$ cat src/rtl/sad_pkg.sv
// rtl/sad_pkg.sv - shared types and constants for the SAD search engine
package sad_pkg;

  // Search controller states; encoding is fixed so state dumps are readable.
  typedef enum logic [2:0] {
    ST_IDLE  = 3'd0,
    ST_ISSUE = 3'd1,
    ST_WAIT  = 3'd2,
    ST_CMP   = 3'd3,
    ST_FIN   = 3'd4
  } state_e;

  // 256 pixels x 8-bit absolute difference fits in 16 bits.
  localparam int SAD_W_DEF = 16;

  // Initial "no match yet" value for the running minimum.
  localparam logic [SAD_W_DEF-1:0] SAD_MAX = '1;

endpackage

$ cat src/rtl/sad_min_tracker.sv
// rtl/sad_min_tracker.sv - running minimum SAD and its candidate index
module sad_min_tracker
  import sad_pkg::*;
#(
  parameter int SAD_W = SAD_W_DEF,
  parameter int IDX_W = 4
) (
  input  logic             clk,
  input  logic             rst,
  input  logic             clear,
  input  logic             valid,
  input  logic [SAD_W-1:0] value,
  input  logic [IDX_W-1:0] idx,
  output logic [SAD_W-1:0] best_sad,
  output logic [IDX_W-1:0] best_idx
);

  logic [SAD_W-1:0] best_sad_q, best_sad_d;
  logic [IDX_W-1:0] best_idx_q, best_idx_d;

  // Strict less-than so a tie keeps the earlier candidate; clear wins over valid.
  always_comb begin
    best_sad_d = best_sad_q;
    best_idx_d = best_idx_q;
    if (clear) begin
      best_sad_d = '1;
      best_idx_d = '0;
    end else if (valid && (value < best_sad_q)) begin
      best_sad_d = value;
      best_idx_d = idx;
    end
  end

  // Best-match registers, reset to "nothing found".
  always_ff @(posedge clk) begin
    if (!rst) begin
      best_sad_q <= '1;
      best_idx_q <= '0;
    end else begin
      best_sad_q <= best_sad_d;
      best_idx_q <= best_idx_d;
    end
  end

  assign best_sad = best_sad_q;
  assign best_idx = best_idx_q;

endmodule

$ cat src/rtl/sad_search_ctrl.sv
// rtl/sad_search_ctrl.sv - candidate sweep controller above the SAD datapath
module sad_search_ctrl
  import sad_pkg::*;
#(
  parameter int NUM_CAND = 16,
  parameter int SAD_W    = SAD_W_DEF,
  parameter int IDX_W    = $clog2(NUM_CAND)
) (
  input  logic             clk,
  input  logic             rst,
  input  logic             start,
  input  logic             abort,
  output logic             sad_go,
  input  logic             sad_done,
  input  logic [SAD_W-1:0] sad_val,
  output logic [IDX_W-1:0] cand_idx,
  output logic             busy,
  output logic             done,
  output logic [SAD_W-1:0] best_sad,
  output logic [IDX_W-1:0] best_idx
);

  localparam logic [IDX_W-1:0] LAST_IDX = IDX_W'(NUM_CAND - 1);

  state_e           state_q, state_d;
  logic [IDX_W-1:0] cand_q, cand_d;
  logic [SAD_W-1:0] val_q, val_d;
  logic             trk_clear;
  logic             trk_valid;

  // Next-state, candidate stepping and tracker strobes; abort overrides everything.
  always_comb begin
    state_d   = state_q;
    cand_d    = cand_q;
    val_d     = val_q;
    trk_clear = 1'b0;
    trk_valid = 1'b0;
    case (state_q)
      ST_IDLE: begin
        if (start) begin
          state_d   = ST_ISSUE;
          cand_d    = '0;
          trk_clear = 1'b1;
        end
      end
      ST_ISSUE: state_d = ST_WAIT;
      ST_WAIT: begin
        if (sad_done) begin
          val_d   = sad_val;
          state_d = ST_CMP;
        end
      end
      ST_CMP: begin
        trk_valid = 1'b1;
        if (val_q == '0) begin
          state_d = ST_FIN;
        end else if (cand_q == LAST_IDX) begin
          state_d = ST_FIN;
        end else begin
          cand_d  = cand_q + 1'b1;
          state_d = ST_ISSUE;
        end
      end
      ST_FIN:  state_d = ST_IDLE;
      default: state_d = ST_IDLE;
    endcase
    if (abort && (state_q != ST_IDLE)) begin
      state_d   = ST_IDLE;
      cand_d    = cand_q;
      val_d     = val_q;
      trk_valid = 1'b0;
    end
  end

  // State, candidate index and latched SAD result.
  always_ff @(posedge clk) begin
    if (!rst) begin
      state_q <= ST_IDLE;
      cand_q  <= '0;
      val_q   <= '0;
    end else begin
      state_q <= state_d;
      cand_q  <= cand_d;
      val_q   <= val_d;
    end
  end

  sad_min_tracker #(
    .SAD_W (SAD_W),
    .IDX_W (IDX_W)
  ) u_min_tracker (
    .clk      (clk),
    .rst      (rst),
    .clear    (trk_clear),
    .valid    (trk_valid),
    .value    (val_q),
    .idx      (cand_q),
    .best_sad (best_sad),
    .best_idx (best_idx)
  );

  assign sad_go   = (state_q == ST_ISSUE);
  assign busy     = (state_q != ST_IDLE);
  assign done     = (state_q == ST_FIN);
  assign cand_idx = cand_q;

endmodule

$ cat config.mk
export PLATFORM = sky130hd
export DESIGN_NAME = sad_search_ctrl
export DESIGN_NICKNAME = d
export VERILOG_FILES = /design/src/rtl/sad_pkg.sv /design/src/rtl/sad_min_tracker.sv /design/src/rtl/sad_search_ctrl.sv
export SDC_FILE = /design/constraint.sdc
export NUM_CORES = 1
export LEC_CHECK = 0
export ABC_AREA = 1
export ABC_CLOCK_PERIOD_IN_PS = 2900
export CORE_MARGIN = 2
export CORE_UTILIZATION = 40
export CTS_BUF_LIST = sky130_fd_sc_hd__clkbuf_8
export DETAILED_ROUTE_END_ITERATION = 6
export PLACE_DENSITY = 0.65
export REMOVE_ABC_BUFFERS = 1
export SETUP_SLACK_MARGIN = 0.4
export SLEW_MARGIN = 30
export SYNTH_ARGS = -nofsm -noshare
export SYNTH_HDL_FRONTEND = slang
export SYNTH_SLANG_ARGS = --single-unit
$ cat constraint.sdc
create_clock -name clk -period 2.9 [get_ports clk]
set_input_delay 0.725 -clock clk [delete_from_list [all_inputs] [get_ports clk]]
set_output_delay 0.725 -clock clk [all_outputs]
set_load 0.01 [all_outputs]
[Yosys cells after proc, flatten, opt, wreduce, memory -nomap -nowiden]
Cells that the tools add are included.
Word-level totals
  register bits after elaboration: 43
  RAM bits: 0
  bits of input ports: 21
  ROM bits: 0
  memories kept: 0
  latch bits: 0
  output and inout bits: 27
Operators by class
  div/mod/pow operators: 0
  reduce and logical (&&, ||, !) cells: 11
  multipliers: 0
  magnitude comparators: 1
  bitwise operators: 2
  multiplexer cells: 13
  shifts and indexed selects: 0
  equality and inequality tests: 9
  add/sub/neg operators: 1
Operator list (number)
  16-bit logical NOT: 1
  16-bit < comparator: 1
  3-bit two-way mux: 4
  4-bit two-way mux: 3
  3-bit one-hot mux with 4 select lines: 1
  2-bit inequality test (second input constant): 4
  4-bit one-hot mux with 2 select lines: 1
  3-bit by 2-bit == test with 1-bit output (second input constant): 2
  5-bit AND reduction: 1
  4-bit by 1-bit adder with 4-bit output (second input constant): 1
  4-bit == test (second input constant): 1
  1-bit two-way mux: 4
  2-bit OR reduction: 2
  3-bit by 1-bit == test with 1-bit output (second input constant): 1
  3-bit == test (second input constant): 1
  3-bit logical NOT: 1
  3-bit AND reduction: 1
  3-bit nonzero test: 1
  1-bit logical AND: 2
  1-bit NOT: 2
  2-bit AND reduction: 1
  2-bit nonzero test: 1

[Depth between registers and ports, before layout]
  depth after elaboration: 4
  depth in mapped cells: 13

[By module]
A second synthesis with hierarchy kept.
Unflattened totals
  cell total of the unflattened synthesis: 324
  area, all modules: 2282.2 µm²
By module, submodules not included
  sad_min_tracker: sequential area each 400.4 µm², area an instance 1214.9 µm², cells each 168, times used 1
  sad_search_ctrl: sequential area each 460.4 µm², area an instance 1067.3 µm², cells each 156, times used 1

[Worst setup path after synthesis]
OpenSTA, ideal clock, no wires.
  kind: register to register
  from: reg u_min_tracker.best_sad_q[13], in the netlist u_min_tracker.best_sad[13]
  to: reg u_min_tracker.best_sad_q[10], in the netlist u_min_tracker.best_sad[10]
  clock period less this slack: 1.727 ns
  arrival time: 1.593 ns
  path slack: 1.173 ns
  buffers on the path: 1
  setup time: 0.134 ns
  data required time: 2.766 ns
  stages on the path, launching flop included: 12
  cell sequence: dfxtp_1 > inv_1 > ha_1 > nand2_1 > inv_1 > o21ai_1 > nand4_4 > nor2_8 > nand2_4 > buf_6 > nand2_1 > nand3_1
Between the ends
  longest elaborated chain between the ends: 2
RTL lines
  from (decl): RTL line sad_min_tracker.sv:18  | logic [SAD_W-1:0] best_sad_q, best_sad_d;
  from (signal assigned): RTL line sad_min_tracker.sv:40  | best_sad_q <= best_sad_d;
  16-bit < comparator: RTL line sad_min_tracker.sv:28  | end else if (valid && (value < best_sad_q)) begin
  1-bit logical AND: RTL line sad_min_tracker.sv:28
No other way between the ends.
A chain may end at the register's enable or synchronous reset.

[Worst setup path in the final report]
  from: reg state_q[0]
  to: out sad_go
Between the ends
  longest elaborated chain between the ends: 1
RTL lines
  from (decl): RTL line sad_search_ctrl.sv:25  | state_e state_q, state_d;
  from (signal assigned): RTL line sad_search_ctrl.sv:82  | state_q <= state_d;
  3-bit by 1-bit == test with 1-bit output: RTL line sad_search_ctrl.sv:102  | assign sad_go = (state_q == ST_ISSUE);
  to (decl): RTL line sad_search_ctrl.sv:13  | output logic sad_go,
No other way between the ends.

==> flow_metrics.tcl <==
set metrics [dict create \
    cp_num_buf_inv 2 \
    r2r_setup_slack_ps 820 \
    cts.htree.levels 2 \
    setup-tns-final_ps 0 \
    post-place-ws_ps 553 \
    overflow 0 \
    hold_class "reg2reg" \
    root_buffer "clkbuf_8" \
    critPathLaunch "state_q[0]" \
    final.fill_count 537 \
    cp.depth 3 \
    synth_edf_count 0 \
    drive_gt1_share_pct 5.44 \
    grt_max_degree 26 \
    crit_path_max_fanout 3 \
    p_int_mw 0.894 \
    design.die.area_um2 6170 \
    power_density_nw_per_um2 448 \
    outcome "complete, no violations" \
    antenna_found_initial 0 \
    num_rows 27 \
    die_w_um 78.5 \
    drt_iter0_drc 73 \
    cts_made_buffers 5 \
    cp.required_ps 2170 \
    r2r-start "u_min_tracker.best_sad[13]" \
    grt_pass1_wl_mm 8.74 \
    cts_setup_buffers 0 \
    rsz0062_at_grt "no" \
    via_per_inst 4.82 \
    syn_to_final_growth_pct 26.5 \
    ys_seq_area_share_pct 38.7 \
    synth_area_per_cell_um2 7.33 \
    worstSkewPairLatency_ps 290 \
    die_h_um 78.5 \
    clock_skew_ps 7.30 \
    final_nets 385 \
    worstReg2RegEnd "u_min_tracker.best_sad[12]" \
    gp_congestion 0.803 \
    slowest_stage "clkdlybuf4s50_1" \
    synth.distinct_cells 27 \
    ctsHoldBuffers 0 \
    cts.sinks 43 \
    post-dp-hpwl_mm 3.60 \
    arrival_ps 1590 \
    final.min_clock_period_ps 2320 \
    startpoint_type "register" \
    drt_wl_total_mm 4.99 \
    ys_async_sr_fraction_pct 0 \
    synth_seq_cells 43 \
    final_antenna_net_count 0 \
    cts_resized 0 \
    switchingPower_mw 0.365 \
    final_cell_area_um2 2810 \
    clk_pin_slew_ps 80 \
    hold_viol_final 0 \
    ys_top_cells_by_area "dfxtp_1 (39%), nand3_1 (9.7%), ha_1 (9.0%)" \
    synth_warnings 0 \
    syn_inst 303 \
    track_usage_pct 17.5 \
    vias 2029 \
    portBuffers 47 \
    drc 0 \
    synthFlopType "dfxtp_1" \
    yosys-top-cells-count "nand2_1 (47), dfxtp_1 (43), nand3_1 (43)" \
    fmax_mhz 431 \
    netSwitchingFraction_pct 29.0 \
    cp-endpoint "sad_go" \
    p_clk_share_pct 28.5 \
    place_area_um2 2730 \
    start_util_pct 40.9 \
    end_kind "output pin" \
    path_cells "inv_1 -> nor3_1 -> clkdlybuf4s50_1" \
    sequentialPowerShare_pct 51.4 \
    cts_tree "yes" \
    syn_area_um2 2220 \
    p_leak_nw 1.42 \
    dr.pass1.iters 6 \
    synth_top_area_share_pct 38.7 \
    crit_type "reg2out" \
    finalCritPeriodShare_pct 79.9 \
    wl_per_cell_um 11.9 \
    synth_top_cell_by_area "dfxtp_1" \
    slowest_delay_ps 590 \
    core_area_um2 5440 \
    ir_drop_mv 0.351 \
    ios 48 \
    cap_viol_max_count 0 \
    worst_slack_ps 582 \
    r2r_cells 10 \
    combinationalPowerShare_pct 20.1 \
    setup_viol_count_final 0 \
    diodes 0 \
    yosysMostFrequentCell "nand2_1" \
    cts_buffer_depth 2 \
    finalMaxSlewViolations 0 \
    grt_pass1_vias 1916 \
    crit_family "buffers and inverters" \
    worstMarginPinSlew_ps 662 \
    maxSlewHeadroom_pct 55.8 \
]
cell families after synthesis:
| group | after synthesis | synth area share, % |
|---|---|---|
| buffers and inverters | 55 | 10.5 |
| DFF | 43 | 38.7 |
| and+or+nand+nor | 143 | 30.4 |
| AOI/OAI and AO/OA | 44 | 10.5 |
| xor gates and xnor gates | 2 | 0.788 |
| adders and majority gates | 16 | 9.01 |
tightest hold or removal path, cell delays in order (launching register included):
cell	delay, ps
dfxtp_1	330
a21oi_1	40
nor2_1	80
cell type report:
class	instances	area (µm²)	share of cell area [%]
flip-flops and latches	43	861	30.6
repair buffers	49	485	17.3
well taps	72	90.1	3.21
inverters	44	165	5.88
clock buffers	5	68.8	2.45
clock inverters	3	12.5	0.445
multi-input cells	205	1130	40.1
stage by stage:
step | power [mW] | hold slack (ps) | utilization (%) | std cells
global placement | 0.911 | 467 | 50.2 | 413
finish | 1.26 | 485 | 51.7 | 421
global route | 1.35 | 517 | 51.7 | 421
floorplan | 0.807 | 449 | - | 292
detailed placement | 0.914 | 471 | 50.2 | 413
CTS | 1.28 | 487 | 51.7 | 421
metal layers:
layer  vias up  global-route usage (%)  wire [µm]
met5         -                       0          0
met4         0                    5.26         44
met3         4                    3.10        209
met2        45                    29.0       2360
met1       905                    23.1       2380
li1       1075                       -          -
registers in the layout, summed over array words and instances (netlist names):
register	cells
u_min_tracker.best_sad	16
val_q	16
cand_idx	4
u_min_tracker.best_idx	4
state_q	3
worst min-delay path by stage:
| stage | end | start | cells past startpoint |
|---|---|---|---|
| 2_1_floorplan | val_q[0] | val_q[0] | 2 |
| 3_3_place_gp | u_min_tracker.best_sad[6] | u_min_tracker.best_sad[6] | 2 |
| 3_5_place_dp | u_min_tracker.best_sad[7] | u_min_tracker.best_sad[7] | 2 |
| 4_1_cts | val_q[0] | val_q[0] | 2 |
| 5_1_grt | val_q[12] | val_q[12] | 2 |
| 6_report | u_min_tracker.best_idx[0] | u_min_tracker.best_idx[0] | 2 |
cell usage in the layout (no fill, tap or decap):
cell	count
ha_1	16
nand3_2	1
clkinv_1	2
nand4_4	1
dfxtp_1	43
nand2_4	1
o221ai_1	1
clkbuf_8	5
nand4_1	5
nor2_1	38
o21ai_1	1
clkinv_2	1
clkdlybuf4s50_1	47
o21ai_2	1
o21a_1	1
nand2_2	2
buf_4	2
inv_1	42
inv_2	2
nor3_1	3
xor2_1	2
a21oi_1	21
nor2_8	2
o21ai_0	18
nand2_1	47
nand3_1	43
a21oi_2	1
power groups by stage:
stage	clock network, mW	logic (mW)	registers, mW
detailed placement	0	0.254	0.660
global placement	0	0.252	0.659
global route	0.405	0.291	0.651
floorplan	0	0.148	0.659
CTS	0.374	0.256	0.646
finish	0.359	0.254	0.647
Power figures use the tool's default switching activity.
